## config.mk

```make
export PLATFORM = sky130hd
export DESIGN_NAME = rob_wb_arbiter_flat
export DESIGN_NICKNAME = d
export VERILOG_FILES = /design/src/rtl/rob_wb_arbiter_pkg.sv /design/src/rtl/rob_wb_arbiter_if.sv /design/src/rtl/rob_wb_arbiter_picker.sv /design/src/rtl/rob_wb_arbiter.sv /design/src/flat_wrapper.sv
export SDC_FILE = /design/constraint.sdc
export NUM_CORES = 1
export LEC_CHECK = 0
export CAP_MARGIN = 20
export CORE_MARGIN = 2
export CORE_UTILIZATION = 40
export CTS_CLUSTER_DIAMETER = 150
export DETAILED_ROUTE_END_ITERATION = 8
export MAX_ROUTING_LAYER = met4
export PLACE_DENSITY_LB_ADDON = 0.05
export SLEW_MARGIN = 20
export SYNTH_ARGS = -nofsm -noshare
export SYNTH_HDL_FRONTEND = slang
export SYNTH_SLANG_ARGS = --single-unit
export TNS_END_PERCENT = 100
```

## constraint.sdc

```tcl
create_clock -name clk -period 11.55 [get_ports clk]
set_clock_uncertainty 0.2 [all_clocks]
set_input_delay 2.31 -clock clk [delete_from_list [all_inputs] [get_ports clk]]
set_output_delay 2.31 -clock clk [all_outputs]
set_load 0.02 [all_outputs]
```

## src/rtl/rob_wb_arbiter_pkg.sv

```systemverilog
// rob_wb_arbiter_pkg: ROB constants shared by the writeback arbiter and the ROB FIFO-RAM
package rob_wb_arbiter_pkg;
    localparam int N_ENTRIES   = 8;
    localparam int PTR_WIDTH   = $clog2(N_ENTRIES);
    localparam int ENTRY_WIDTH = 32;
    localparam int N_WR_PORTS  = 2;
    localparam int N_REQ       = 4;
    localparam int CNT_WIDTH   = 16;

    typedef logic [PTR_WIDTH-1:0]   rob_idx_t;
    typedef logic [ENTRY_WIDTH-1:0] rob_data_t;

    // modulo add without relying on power-of-two wrap
    function automatic int wrap_add(int a, int b, int n);
        return (a + b >= n) ? a + b - n : a + b;
    endfunction
endpackage

```

## src/rtl/rob_wb_arbiter_if.sv

```systemverilog
// rob_wb_arbiter_if: writeback request bus and FIFO-RAM write-port bundle
interface rob_wb_arbiter_if #(
    parameter int N_REQ       = rob_wb_arbiter_pkg::N_REQ,
    parameter int N_WR_PORTS  = rob_wb_arbiter_pkg::N_WR_PORTS,
    parameter int PTR_WIDTH   = rob_wb_arbiter_pkg::PTR_WIDTH,
    parameter int ENTRY_WIDTH = rob_wb_arbiter_pkg::ENTRY_WIDTH
);
    logic [N_REQ-1:0]                        req_valid;
    logic [N_REQ-1:0][PTR_WIDTH-1:0]         req_addr;
    logic [N_REQ-1:0][ENTRY_WIDTH-1:0]       req_data;
    logic [N_REQ-1:0]                        req_ready;
    logic                                    flush;
    logic [N_WR_PORTS-1:0]                   wr_en;
    logic [N_WR_PORTS-1:0][PTR_WIDTH-1:0]    wr_addr;
    logic [N_WR_PORTS-1:0][ENTRY_WIDTH-1:0]  wr_data;

    modport master (
        output req_valid, req_addr, req_data, flush,
        input  req_ready, wr_en, wr_addr, wr_data
    );
    modport slave (
        input  req_valid, req_addr, req_data, flush,
        output req_ready, wr_en, wr_addr, wr_data
    );
endinterface

```

## src/rtl/rob_wb_arbiter_picker.sv

```systemverilog
// rob_wb_arbiter_picker: stateless round-robin scan granting up to N_WR_PORTS requesters
module rob_wb_arbiter_picker #(
    parameter int N_REQ      = rob_wb_arbiter_pkg::N_REQ,
    parameter int N_WR_PORTS = rob_wb_arbiter_pkg::N_WR_PORTS,
    parameter int IW         = (N_REQ > 1) ? $clog2(N_REQ) : 1
) (
    input  logic [N_REQ-1:0]                 req_valid_i,
    input  logic [IW-1:0]                    rr_ptr_i,
    output logic [N_REQ-1:0]                 grant_o,
    output logic [N_WR_PORTS-1:0][IW-1:0]    port_idx_o,
    output logic [N_WR_PORTS-1:0]            port_vld_o
);
    import rob_wb_arbiter_pkg::*;

    always_comb begin
        int n;
        int idx;
        grant_o    = '0;
        port_idx_o = '0;
        port_vld_o = '0;
        n          = 0;
        idx        = 0;
        for (int k = 0; k < N_REQ; k++) begin
            idx = wrap_add(int'(rr_ptr_i), k, N_REQ);
            if (req_valid_i[idx] && n < N_WR_PORTS) begin
                grant_o[idx]   = 1'b1;
                port_idx_o[n]  = IW'(idx);
                port_vld_o[n]  = 1'b1;
                n              = n + 1;
            end
        end
    end
endmodule

```

## src/rtl/rob_wb_arbiter.sv

```systemverilog
// rob_wb_arbiter: round-robin writeback arbiter feeding the ROB FIFO-RAM write ports
module rob_wb_arbiter #(
    parameter int N_REQ       = rob_wb_arbiter_pkg::N_REQ,
    parameter int N_WR_PORTS  = rob_wb_arbiter_pkg::N_WR_PORTS,
    parameter int N_ENTRIES   = rob_wb_arbiter_pkg::N_ENTRIES,
    parameter int PTR_WIDTH   = $clog2(N_ENTRIES),
    parameter int ENTRY_WIDTH = rob_wb_arbiter_pkg::ENTRY_WIDTH,
    parameter int CNT_WIDTH   = rob_wb_arbiter_pkg::CNT_WIDTH
) (
    input  logic                 clk,
    input  logic                 rst_aL,
    rob_wb_arbiter_if.slave      bus,
    output logic [CNT_WIDTH-1:0] congest_cnt_o
);
    import rob_wb_arbiter_pkg::*;

    localparam int IW = (N_REQ > 1) ? $clog2(N_REQ) : 1;

    logic [IW-1:0]                          rr_ptr_q, rr_ptr_d;
    logic [N_WR_PORTS-1:0]                  wr_en_q, wr_en_d;
    logic [N_WR_PORTS-1:0][PTR_WIDTH-1:0]   wr_addr_q, wr_addr_d;
    logic [N_WR_PORTS-1:0][ENTRY_WIDTH-1:0] wr_data_q, wr_data_d;
    logic [CNT_WIDTH-1:0]                   cnt_q, cnt_d;
    logic [N_REQ-1:0]                       valid_eff, grant;
    logic [N_WR_PORTS-1:0][IW-1:0]          port_idx;
    logic [N_WR_PORTS-1:0]                  port_vld;
    logic                                   congested;

    // masking the requests on flush blocks grants and freezes rr_ptr in one place
    assign valid_eff = bus.flush ? '0 : bus.req_valid;
    assign congested = !bus.flush && ($countones(bus.req_valid) > N_WR_PORTS);

    rob_wb_arbiter_picker #(
        .N_REQ      (N_REQ),
        .N_WR_PORTS (N_WR_PORTS),
        .IW         (IW)
    ) u_picker (
        .req_valid_i (valid_eff),
        .rr_ptr_i    (rr_ptr_q),
        .grant_o     (grant),
        .port_idx_o  (port_idx),
        .port_vld_o  (port_vld)
    );

    always_comb begin
        rr_ptr_d  = rr_ptr_q;
        wr_en_d   = port_vld;
        wr_addr_d = wr_addr_q;
        wr_data_d = wr_data_q;
        for (int p = 0; p < N_WR_PORTS; p++) begin
            if (port_vld[p]) begin
                rr_ptr_d     = IW'(wrap_add(int'(port_idx[p]), 1, N_REQ));
                wr_addr_d[p] = bus.req_addr[port_idx[p]];
                wr_data_d[p] = bus.req_data[port_idx[p]];
            end
        end
        cnt_d = (congested && !(&cnt_q)) ? cnt_q + CNT_WIDTH'(1) : cnt_q;
    end

    always_ff @(posedge clk or negedge rst_aL) begin
        if (!rst_aL) begin
            rr_ptr_q  <= '0;
            wr_en_q   <= '0;
            wr_addr_q <= '0;
            wr_data_q <= '0;
            cnt_q     <= '0;
        end else begin
            rr_ptr_q  <= rr_ptr_d;
            wr_en_q   <= wr_en_d;
            wr_addr_q <= wr_addr_d;
            wr_data_q <= wr_data_d;
            cnt_q     <= cnt_d;
        end
    end

    assign bus.req_ready = grant;
    assign bus.wr_en     = wr_en_q & ~{N_WR_PORTS{bus.flush}};
    assign bus.wr_addr   = wr_addr_q;
    assign bus.wr_data   = wr_data_q;
    assign congest_cnt_o = cnt_q;
endmodule
```

## src/flat_wrapper.sv

```systemverilog
// flat-port wrapper written by rule: the top's interface ports become plain ports
module rob_wb_arbiter_flat import rob_wb_arbiter_pkg::*;
#(
    parameter int N_REQ       = rob_wb_arbiter_pkg::N_REQ,
    parameter int N_WR_PORTS  = rob_wb_arbiter_pkg::N_WR_PORTS,
    parameter int N_ENTRIES   = rob_wb_arbiter_pkg::N_ENTRIES,
    parameter int PTR_WIDTH   = $clog2(N_ENTRIES),
    parameter int ENTRY_WIDTH = rob_wb_arbiter_pkg::ENTRY_WIDTH,
    parameter int CNT_WIDTH   = rob_wb_arbiter_pkg::CNT_WIDTH
)
  (clk, rst_aL, congest_cnt_o, bus_req_valid, bus_req_addr, bus_req_data, bus_flush, bus_req_ready, bus_wr_en, bus_wr_addr, bus_wr_data);
  rob_wb_arbiter_if #(.N_REQ(N_REQ), .N_WR_PORTS(N_WR_PORTS), .PTR_WIDTH(PTR_WIDTH), .ENTRY_WIDTH(ENTRY_WIDTH)) bus_i ();
  input  logic clk;
  input  logic rst_aL;
  output logic [CNT_WIDTH-1:0] congest_cnt_o;
  input wire logic [$bits(bus_i.req_valid)-1:0] bus_req_valid;
  input wire logic [$bits(bus_i.req_addr)-1:0] bus_req_addr;
  input wire logic [$bits(bus_i.req_data)-1:0] bus_req_data;
  input wire logic [$bits(bus_i.flush)-1:0] bus_flush;
  output wire logic [$bits(bus_i.req_ready)-1:0] bus_req_ready;
  output wire logic [$bits(bus_i.wr_en)-1:0] bus_wr_en;
  output wire logic [$bits(bus_i.wr_addr)-1:0] bus_wr_addr;
  output wire logic [$bits(bus_i.wr_data)-1:0] bus_wr_data;
  assign bus_i.req_valid = bus_req_valid;
  assign bus_i.req_addr = bus_req_addr;
  assign bus_i.req_data = bus_req_data;
  assign bus_i.flush = bus_flush;
  assign bus_req_ready = bus_i.req_ready;
  assign bus_wr_en = bus_i.wr_en;
  assign bus_wr_addr = bus_i.wr_addr;
  assign bus_wr_data = bus_i.wr_data;
  rob_wb_arbiter #(.N_REQ(N_REQ), .N_WR_PORTS(N_WR_PORTS), .N_ENTRIES(N_ENTRIES), .PTR_WIDTH(PTR_WIDTH), .ENTRY_WIDTH(ENTRY_WIDTH), .CNT_WIDTH(CNT_WIDTH)) u_core (.clk(clk), .rst_aL(rst_aL), .bus(bus_i), .congest_cnt_o(congest_cnt_o));
endmodule
```

# Yosys cells after proc, flatten, opt, wreduce, memory -nomap -nowiden
# Cells that the tools add are included.
[op_classes]
n_shift = 0
muxes = 67
n_addsub = 17
n_reduce_logical = 16
eq_ne = 0
n_div = 0
multipliers = 0
order_cmp = 26
bitwise_logic = 8
[ops]
columns = ["operator", "n"]
rows = [
  ["$mux W32", 8],
  ["$ge A32 B1 Y1 const B", 7],
  ["$lt A32 B3 Y1 const B", 6],
  ["$bmux W32 S2", 2],
  ["$lt A32 B4 Y1 const B", 4],
  ["$ge A32 B4 Y1 const B", 3],
  ["$sub A32 B4 Y32 const B", 3],
  ["$add A32 B2 Y32 const B", 2],
  ["$add A32 B32 Y32", 1],
  ["$gt A32 B3 Y1 const B", 1],
  ["$mux W4", 8],
  ["$mux W2", 11],
  ["$mux W1", 17],
  ["$add A16 B1 Y16 const B", 1],
  ["$reduce_and A16 Y1", 1],
  ["$bmux W3 S2", 2],
  ["$bwmux W4", 3],
  ["$logic_and A1 B1 Y1", 12],
  ["$or A4 B4 Y4", 3],
  ["$add A2 B1 Y3 const B", 3],
  ["$bmux W1 S2", 4],
  ["$demux W1 S2", 4],
  ["$add A2 B2 Y3 const B", 2],
  ["$demux W2 S1", 3],
  ["14 further kinds", 23],
]
[totals]
romBits = 0
memories = 0
latchBits = 0
wordCells = 141
regBits = 90
ram_bits = 0
inputBits = 147

# Longest topological paths before layout
# Gate-level depths: netlist of run 1.
[depth]
depth_word = 23
ltp_mapped = 18

# Modules after synthesis
# From an unflattened synthesis of run 1, not the netlist that was laid out.
[unflattened]
cells_unflattened = 410
area_unflattened_um2 = 6054.6
[modules_own_cells]
columns = ["mod", "cells_each", "instances", "area_per_inst_um2", "seq_area_each_um2"]
rows = [
  ["rob_wb_arbiter", 334, 1, 5431.5, 2252.2],
  ["rob_wb_arbiter_picker", 76, 1, 623.1, 0.0],
]

# Worst setup path after synthesis of run 1
# Ideal clock, no wire load.
[synth_path]
path_kind = "input-to-output"
start = "in bus_flush"
end = "out bus_req_ready[1]"
path_stages = 10
setup_slack_ps = 4667
required_ps = 9040
arrival_time_ps = 4373
path_buffers = 3
path_cell_list = "buf_2 or2_1 o2bb2ai_2 buf_2 ha_1 nor3b_2 a22o_1 buf_6 a222oi_1 nand2_1"
[synth_between]
elab_chain_cells = 14
[synth_lines]
columns = ["item", "line", "source"]
rows = [
  ["from (decl)", "flat_wrapper.sv:19", "input wire logic [$bits(bus_i.flush)-1:0] bus_flush;"],
  ["$mux W4 *", "rob_wb_arbiter.sv:30", "assign valid_eff = bus.flush ? '0 : bus.req_valid;"],
  ["$bmux W1 S2", "rob_wb_arbiter_picker.sv:25", "if (req_valid_i[idx] && n < N_WR_PORTS) begin"],
  ["$mux W1 (not written as such) (2 in series)", "rob_wb_arbiter_picker.sv:25", ""],
  ["$mux W1", "rob_wb_arbiter_picker.sv:25", ""],
  ["$lt A32 B3 Y1", "rob_wb_arbiter_picker.sv:25", ""],
  ["$logic_and A1 B1 Y1", "rob_wb_arbiter_picker.sv:25", ""],
  ["$mux W32", "rob_wb_arbiter_picker.sv:25", ""],
  ["$lt A32 B3 Y1", "rob_wb_arbiter_picker.sv:25", ""],
  ["$logic_and A1 B1 Y1", "rob_wb_arbiter_picker.sv:25", ""],
  ["$mux W32", "rob_wb_arbiter_picker.sv:25", ""],
  ["$lt A32 B3 Y1", "rob_wb_arbiter_picker.sv:25", ""],
  ["$logic_and A1 B1 Y1", "rob_wb_arbiter_picker.sv:25", ""],
  ["$mux W4 *", "rob_wb_arbiter_picker.sv:25", ""],
  ["to (decl)", "flat_wrapper.sv:20", "output wire logic [$bits(bus_i.req_ready)-1:0] bus_req_ready;"],
]
# Every way passes the cells marked *; elsewhere a longest branch is shown, timed or not. The select of a mux whose other input is x is not followed.

# Final worst setup path of run 1
[layout_path]
start = "in bus_flush"
end = "out bus_req_ready[2]"
# The elaborated chain is that of the path after synthesis.

==> flow_metrics.env, run 1 <==
export IMPL_cp_slowest_cell="clkdlybuf4s50_1"
export IMPL_start_kind="input pin"
export IMPL_place_ws_ns=3.36
export IMPL_cts_hold_buf=0
export IMPL_drtPass1Iterations=5
export IMPL_worst_ir_drop_vdd_uv=219
export IMPL_synthArstFlopShare=1.00
export IMPL_area_growth_pct=42.8
export IMPL_wl_um=21800
export IMPL_cp_num_buf_inv=2
export IMPL_nets=975
export IMPL_final_max_slew_violation_count=0
export IMPL_total_power_mw=3.00
export IMPL_fin_crit_sh=0.711
export IMPL_gp_congestion=0.890
export IMPL_fin_util=0.578
export IMPL_finalHoldViolCount=0
export IMPL_ios=239
export IMPL_synth_edf_count=0
export IMPL_yosysSeqAreaShare=0.355
export IMPL_die_w_um=130
export IMPL_drive_gt1_frac=0.112
export IMPL_critPathMaxFanout=15
export IMPL_hold_slack_ns=0.303
export IMPL_cap_violations=0
export IMPL_synth_seq_cells=90
export IMPL_grt_pass1_vias=6149
export IMPL_ys_warn_count=0
export IMPL_clock_root_buffer="clkbuf_16"
export IMPL_cp_slowest_stage_delay_ns=0.61
export IMPL_fmax_ghz=0.122
export IMPL_vias_per_cell=5.74
export IMPL_crit_type="in2out"
export IMPL_via_count=5942
export IMPL_syn_area_mm2=0.00634
export IMPL_synth_area_mux_share=0.133
export IMPL_routedWlPerCell_um=21.1
export IMPL_setup_tns_ns=0
export IMPL_ant_nets=0
export IMPL_yosys_area_top_type_share=0.355
export IMPL_synth_top_family_by_area="compound AO/OA/AOI/OAI gates"
export IMPL_tightest_slew_ns=1.11
export IMPL_syn_inst=606
export IMPL_synth_largest_area_cell="dfrtp_1"
export IMPL_setup_viol=0
export IMPL_crit_family="compound AO/OA/AOI/OAI gates"
export IMPL_cts_clk_slew_worst_paths_ns=0.07
export IMPL_clk_latency_ns=0.35
export IMPL_yosys_area_share_simple=0.128
export IMPL_grt_max_degree=57
export IMPL_synth_xor_area_frac=0.0249
export IMPL_grt_ovfl_total=0
export IMPL_antenna_found_initial=0
export IMPL_crit_path_end_kind="output pin"
export IMPL_outcome="finished, final reports clean"
export IMPL_first_iter_violations=315
export IMPL_drc=0
export IMPL_fin_ws_ns=3.34
export IMPL_cts_tree="yes"
export IMPL_synth_compound_area_frac=0.269
export IMPL_dieArea_mm2=0.0169
export IMPL_synthTopCellsByArea="dfrtp_1 36%, mux2i_1 11%, a221oi_2 9.0%"
export IMPL_ys_types=62
export IMPL_crit_chain="clkdlybuf4s50_1 > or2_1 > o2bb2ai_2 > ha_1 > nor3_1 > a22oi_1 > a211oi_4 > nand2_1 > nand2_1 > clkdlybuf4s50_1"
export IMPL_chipHeight_um=130
export IMPL_rsz0062_at_grt="false"
export IMPL_cts_setup_buffers=0
export IMPL_grt_util_all_layers=0.264
export IMPL_synth_fa_ha_area_frac=0.0304
export IMPL_core_mm2=0.0157
export IMPL_cts_path_max_buffers=2
export IMPL_min_period_ns=8.21
export IMPL_cts_sinks=90
export IMPL_dp_hpwl_um=14700
export IMPL_syn_area_per_cell_um2=10.5
export IMPL_p_per_area_mw_per_mm2=332
export IMPL_std_cell_rows=46
export IMPL_initial_core_util=0.405
export IMPL_htree_levels=3
export IMPL_cts_buffers=9
export IMPL_critPathRequiredTime_ns=9.04
export IMPL_hold_class="reg2reg"
export IMPL_synth_ff_type="dfrtp_1"
export IMPL_cts_resized_gates=0
export IMPL_grt_pass1_wl_um=33300
export IMPL_cp_data_arrival_time_ns=5.70
export IMPL_p_leak_nw=3.78
export IMPL_slew_limit_headroom=0.259
export IMPL_diodes=0
export IMPL_synth_nets=767
export IMPL_io_buffers=238
synth_stat cells (3+ instances only):
cell type  count
xnor2_1       13
inv_1          3
mux2_2         3
buf_6         15
dfrtp_1       90
buf_2         16
nand4_1        6
and2_1        32
buf_4          9
a31oi_1       29
nand2_1       21
clkbuf_1      10
a221oi_2      38
a21oi_1        7
nor2b_1        5
a221oi_1      32
nor2_1        79
xor2_1         5
and3_1         3
nor3_1         4
a22oi_1       36
ha_1          13
mux2_4         3
mux2i_1       72
nand3_1        5
a222oi_1       4
a21o_1         7
flip-flops by register name, indices dropped and copies added, names as in the netlist:
| name | cells |
|---|---|
| u_core.bus.wr_data | 64 |
| u_core.congest_cnt_o | 16 |
| u_core.rr_ptr_q | 2 |
| u_core.bus.wr_addr | 6 |
| u_core.wr_en_q | 2 |
cell families after synthesis:
| group | after synthesis |
|---|---|
| AO/OA/AOI/OAI | 180 |
| buffers and inverters | 55 |
| AND/OR/NAND/NOR | 167 |
| adder cells (fa/ha/maj) | 15 |
| flip-flops | 90 |
| multiplexers | 81 |
| XOR/XNOR | 18 |
area by class of cell:
| cell class | count | area [um2] |
|---|---|---|
| inverters | 5 | 18.8 |
| clock inverters | 7 | 86.3 |
| multi-input cells | 461 | 3750 |
| well taps | 216 | 270 |
| flip-flops and latches | 90 | 2250 |
| repair buffers | 247 | 2450 |
| fillers | 1379 | 6610 |
| clock buffers | 9 | 225 |
worst paths after layout:
check	startpoint	endpoint	slack [ns]	cells past startpoint
setup / recovery	bus_flush	bus_req_ready[2]	3.34	10
hold / removal	u_core.congest_cnt_o[9]	u_core.congest_cnt_o[9]	0.30	1
setup reg to reg	u_core.rr_ptr_q[0]	u_core.bus.wr_data[18]	5.01	13
hold reg to reg	u_core.congest_cnt_o[9]	u_core.congest_cnt_o[9]	0.30	1
max in group asynchronous	rst_aL	u_core.bus.wr_addr[0]	8.30	2
min in group asynchronous	rst_aL	u_core.bus.wr_addr[5]	1.77	1
placed cells by master, fill, tap and decap left out, types with 6 or more instances in the layout:
cell type	count
clkdlybuf4s50_1	237
dfrtp_1	90
nor2_1	79
mux2i_1	72
a221oi_2	38
a22oi_1	36
and2_1	32
a221oi_1	32
a31oi_1	29
nand2_1	21
xnor2_1	13
ha_1	13
buf_4	10
clkbuf_16	9
a21oi_1	7
a21o_1	7
nand4_1	6
through the flow:
stage	instances	area, um2
floorplan	606	6340
global placement	1019	8730
detailed placement	1019	8730
CTS	1035	9040
global route	1035	9050
finish	1035	9050
per-layer routing:
metal	wire, um	GRT usage
met2	10700	0.431
met3	1640	0.0578
met5	0	-
met1	8910	0.317
met4	568	0.111
report_power, final:
part | switching [mW] | internal, mW
logic | 1.20 | 0.907
registers | 0.105 | 0.474
clock network | 0.144 | 0.173
(Power assumes the default switching activity.)
==> inputs of run 2 (changes only) <==
clock period = 8 ns   (was 11.55 ns; I/O delays follow)
==> run 2 against run 1 <==
Flip-flop and latch count did not move. Clock-buffer cell count rose by 2. Sequential share of layout area fell by 0.072 points. Total power rose by 45%. Final cell count rose by 0.39%. Critical path type unchanged. Critical endpoint is now bus_req_ready[1]. Largest cell class unchanged. Largest power group unchanged.
==> flow_metrics.env, run 2 (synthesized netlist as in run 1, its figures left out) <==
export IMPL_outcome="finished, final reports clean"
export IMPL_crit_type="in2out"
export IMPL_grt_pass1_wl_um=33800
export IMPL_hold_class="reg2reg"
export IMPL_core_mm2=0.0157
export IMPL_cts_sinks=90
export IMPL_p_leak_nw=3.80
export IMPL_cap_violations=0
export IMPL_fmax_ghz=0.148
export IMPL_gp_congestion=0.889
export IMPL_std_cell_rows=46
export IMPL_drive_gt1_frac=0.114
export IMPL_worst_ir_drop_vdd_uv=328
export IMPL_cts_setup_buffers=0
export IMPL_hold_slack_ns=0.303
export IMPL_hold_path_depth=1
export IMPL_routedWlPerCell_um=21.1
export IMPL_io_buffers=238
export IMPL_layout_cells_most_common="clkdlybuf4s50_1"
export IMPL_antenna_found_initial=1
export IMPL_multi_input_area_mm2=0.00374
export IMPL_finalHoldViolCount=0
export IMPL_area_growth_pct=43.2
export IMPL_largest_register_ffs=64
export IMPL_clk_latency_ns=0.35
export IMPL_via_count=5994
export IMPL_layout_common_cells="237 x clkdlybuf4s50_1, 90 x dfrtp_1, 79 x nor2_1"
export IMPL_cts_path_max_buffers=2
export IMPL_slew_limit_headroom=0.240
export IMPL_start_kind="input pin"
export IMPL_drc=0
export IMPL_cts_hold_buf=0
export IMPL_tightest_slew_ns=1.14
export IMPL_dp_hpwl_um=15000
export IMPL_setup_viol=0
export IMPL_grt_max_degree=55
export IMPL_ios=239
export IMPL_grt_pass1_vias=6151
export IMPL_total_power_mw=4.35
export IMPL_reg2regPathDepth=13
export IMPL_htree_levels=3
export IMPL_wl_um=22000
export IMPL_vias_per_cell=5.77
export IMPL_cp_data_arrival_time_ns=4.97
export IMPL_initial_core_util=0.405
export IMPL_min_period_ns=6.77
export IMPL_cp_slowest_cell="clkdlybuf4s50_1"
export IMPL_fill_cells=1360
export IMPL_final_max_slew_violation_count=0
export IMPL_grt_util_all_layers=0.266
export IMPL_rsz0062_at_grt="false"
export IMPL_first_iter_violations=360
export IMPL_ff_latch_area_mm2=0.00225
export IMPL_drtPass1Iterations=5
export IMPL_chipHeight_um=130
export IMPL_cts_clk_slew_worst_paths_ns=0.07
export IMPL_dieArea_mm2=0.0169
export IMPL_critPathMaxFanout=15
export IMPL_crit_top_cell="clkdlybuf4s50_1"
export IMPL_clock_root_buffer="clkbuf_16"
export IMPL_p_per_area_mw_per_mm2=479
export IMPL_cts_tree="yes"
export IMPL_ant_nets=0
export IMPL_cts_buffers=9
export IMPL_nets=977
export IMPL_crit_chain="clkdlybuf4s50_1 > or2_1 > o2bb2ai_2 > ha_1 > nor3_1 > a22o_1 > a222oi_1 > nand2_1 > clkdlybuf4s50_1"
export IMPL_die_w_um=130
export IMPL_cp_slowest_stage_delay_ns=0.60
export IMPL_fin_crit_sh=0.846
export IMPL_crit_path_end_kind="output pin"
export IMPL_grt_ovfl_total=0
export IMPL_cts_resized_gates=0
export IMPL_setup_tns_ns=0
export IMPL_critPathRequiredTime_ns=6.20
-- run 2: per-stage QoR --
step	utilization	setup slack [ns]	instance area, um2	std cells
2_1_floorplan	-	2.54	6340	606
3_3_place_gp	0.559	1.35	8760	1021
3_5_place_dp	0.559	1.27	8760	1021
4_1_cts	0.579	1.25	9070	1037
5_1_grt	0.580	0.999	9070	1038
6_report	0.580	1.23	9070	1039
-- run 2: final cells by class --
| cell class | instances | share of cell area |
|---|---|---|
| multi-input combinational | 461 | 0.412 |
| timing repair buffer | 249 | 0.273 |
| sequential | 90 | 0.248 |
| tap | 216 | 0.0298 |
| clock buffer | 11 | 0.0279 |
| clock inverter | 5 | 0.00676 |
| inverter | 5 | 0.00207 |
| antenna | 2 | 0.000551 |
-- run 2: worst max-delay path: cells and delay by family --
| kind | cells | cell delay, ns |
|---|---|---|
| simple gates | 3 | 0.52 |
| buf+inv | 2 | 1.14 |
| compound gates | 3 | 1.34 |
| fa+ha+maj | 1 | 0.35 |
-- run 2: per-layer routing --
metal	GRT usage	vias to the layer above	wire, um
li1	-	2769	-
met1	0.335	2970	9370
met2	0.424	227	10500
met3	0.0615	28	1540
met4	0.0917	0	502
met5	-	-	0
-- run 2: where the power goes --
group	switching [mW]	total [mW]	internal, mW	leakage, nW
clock	0.199	0.460	0.261	0.156
combinational	1.73	3.05	1.32	2.59
sequential	0.151	0.836	0.685	1.05
total	2.08	4.35	2.27	3.80
-- run 2: path summary, 6_finish.rpt --
kind / from / to / slack, ns
max: bus_flush / bus_req_ready[1] / 1.23
min: u_core.congest_cnt_o[9] / u_core.congest_cnt_o[9] / 0.30
max reg2reg: u_core.rr_ptr_q[0] / u_core.bus.wr_data[30] / 1.90
min reg2reg: u_core.congest_cnt_o[9] / u_core.congest_cnt_o[9] / 0.30
max in group asynchronous: rst_aL / u_core.bus.wr_data[17] / 5.43
min in group asynchronous: rst_aL / u_core.bus.wr_addr[5] / 1.04
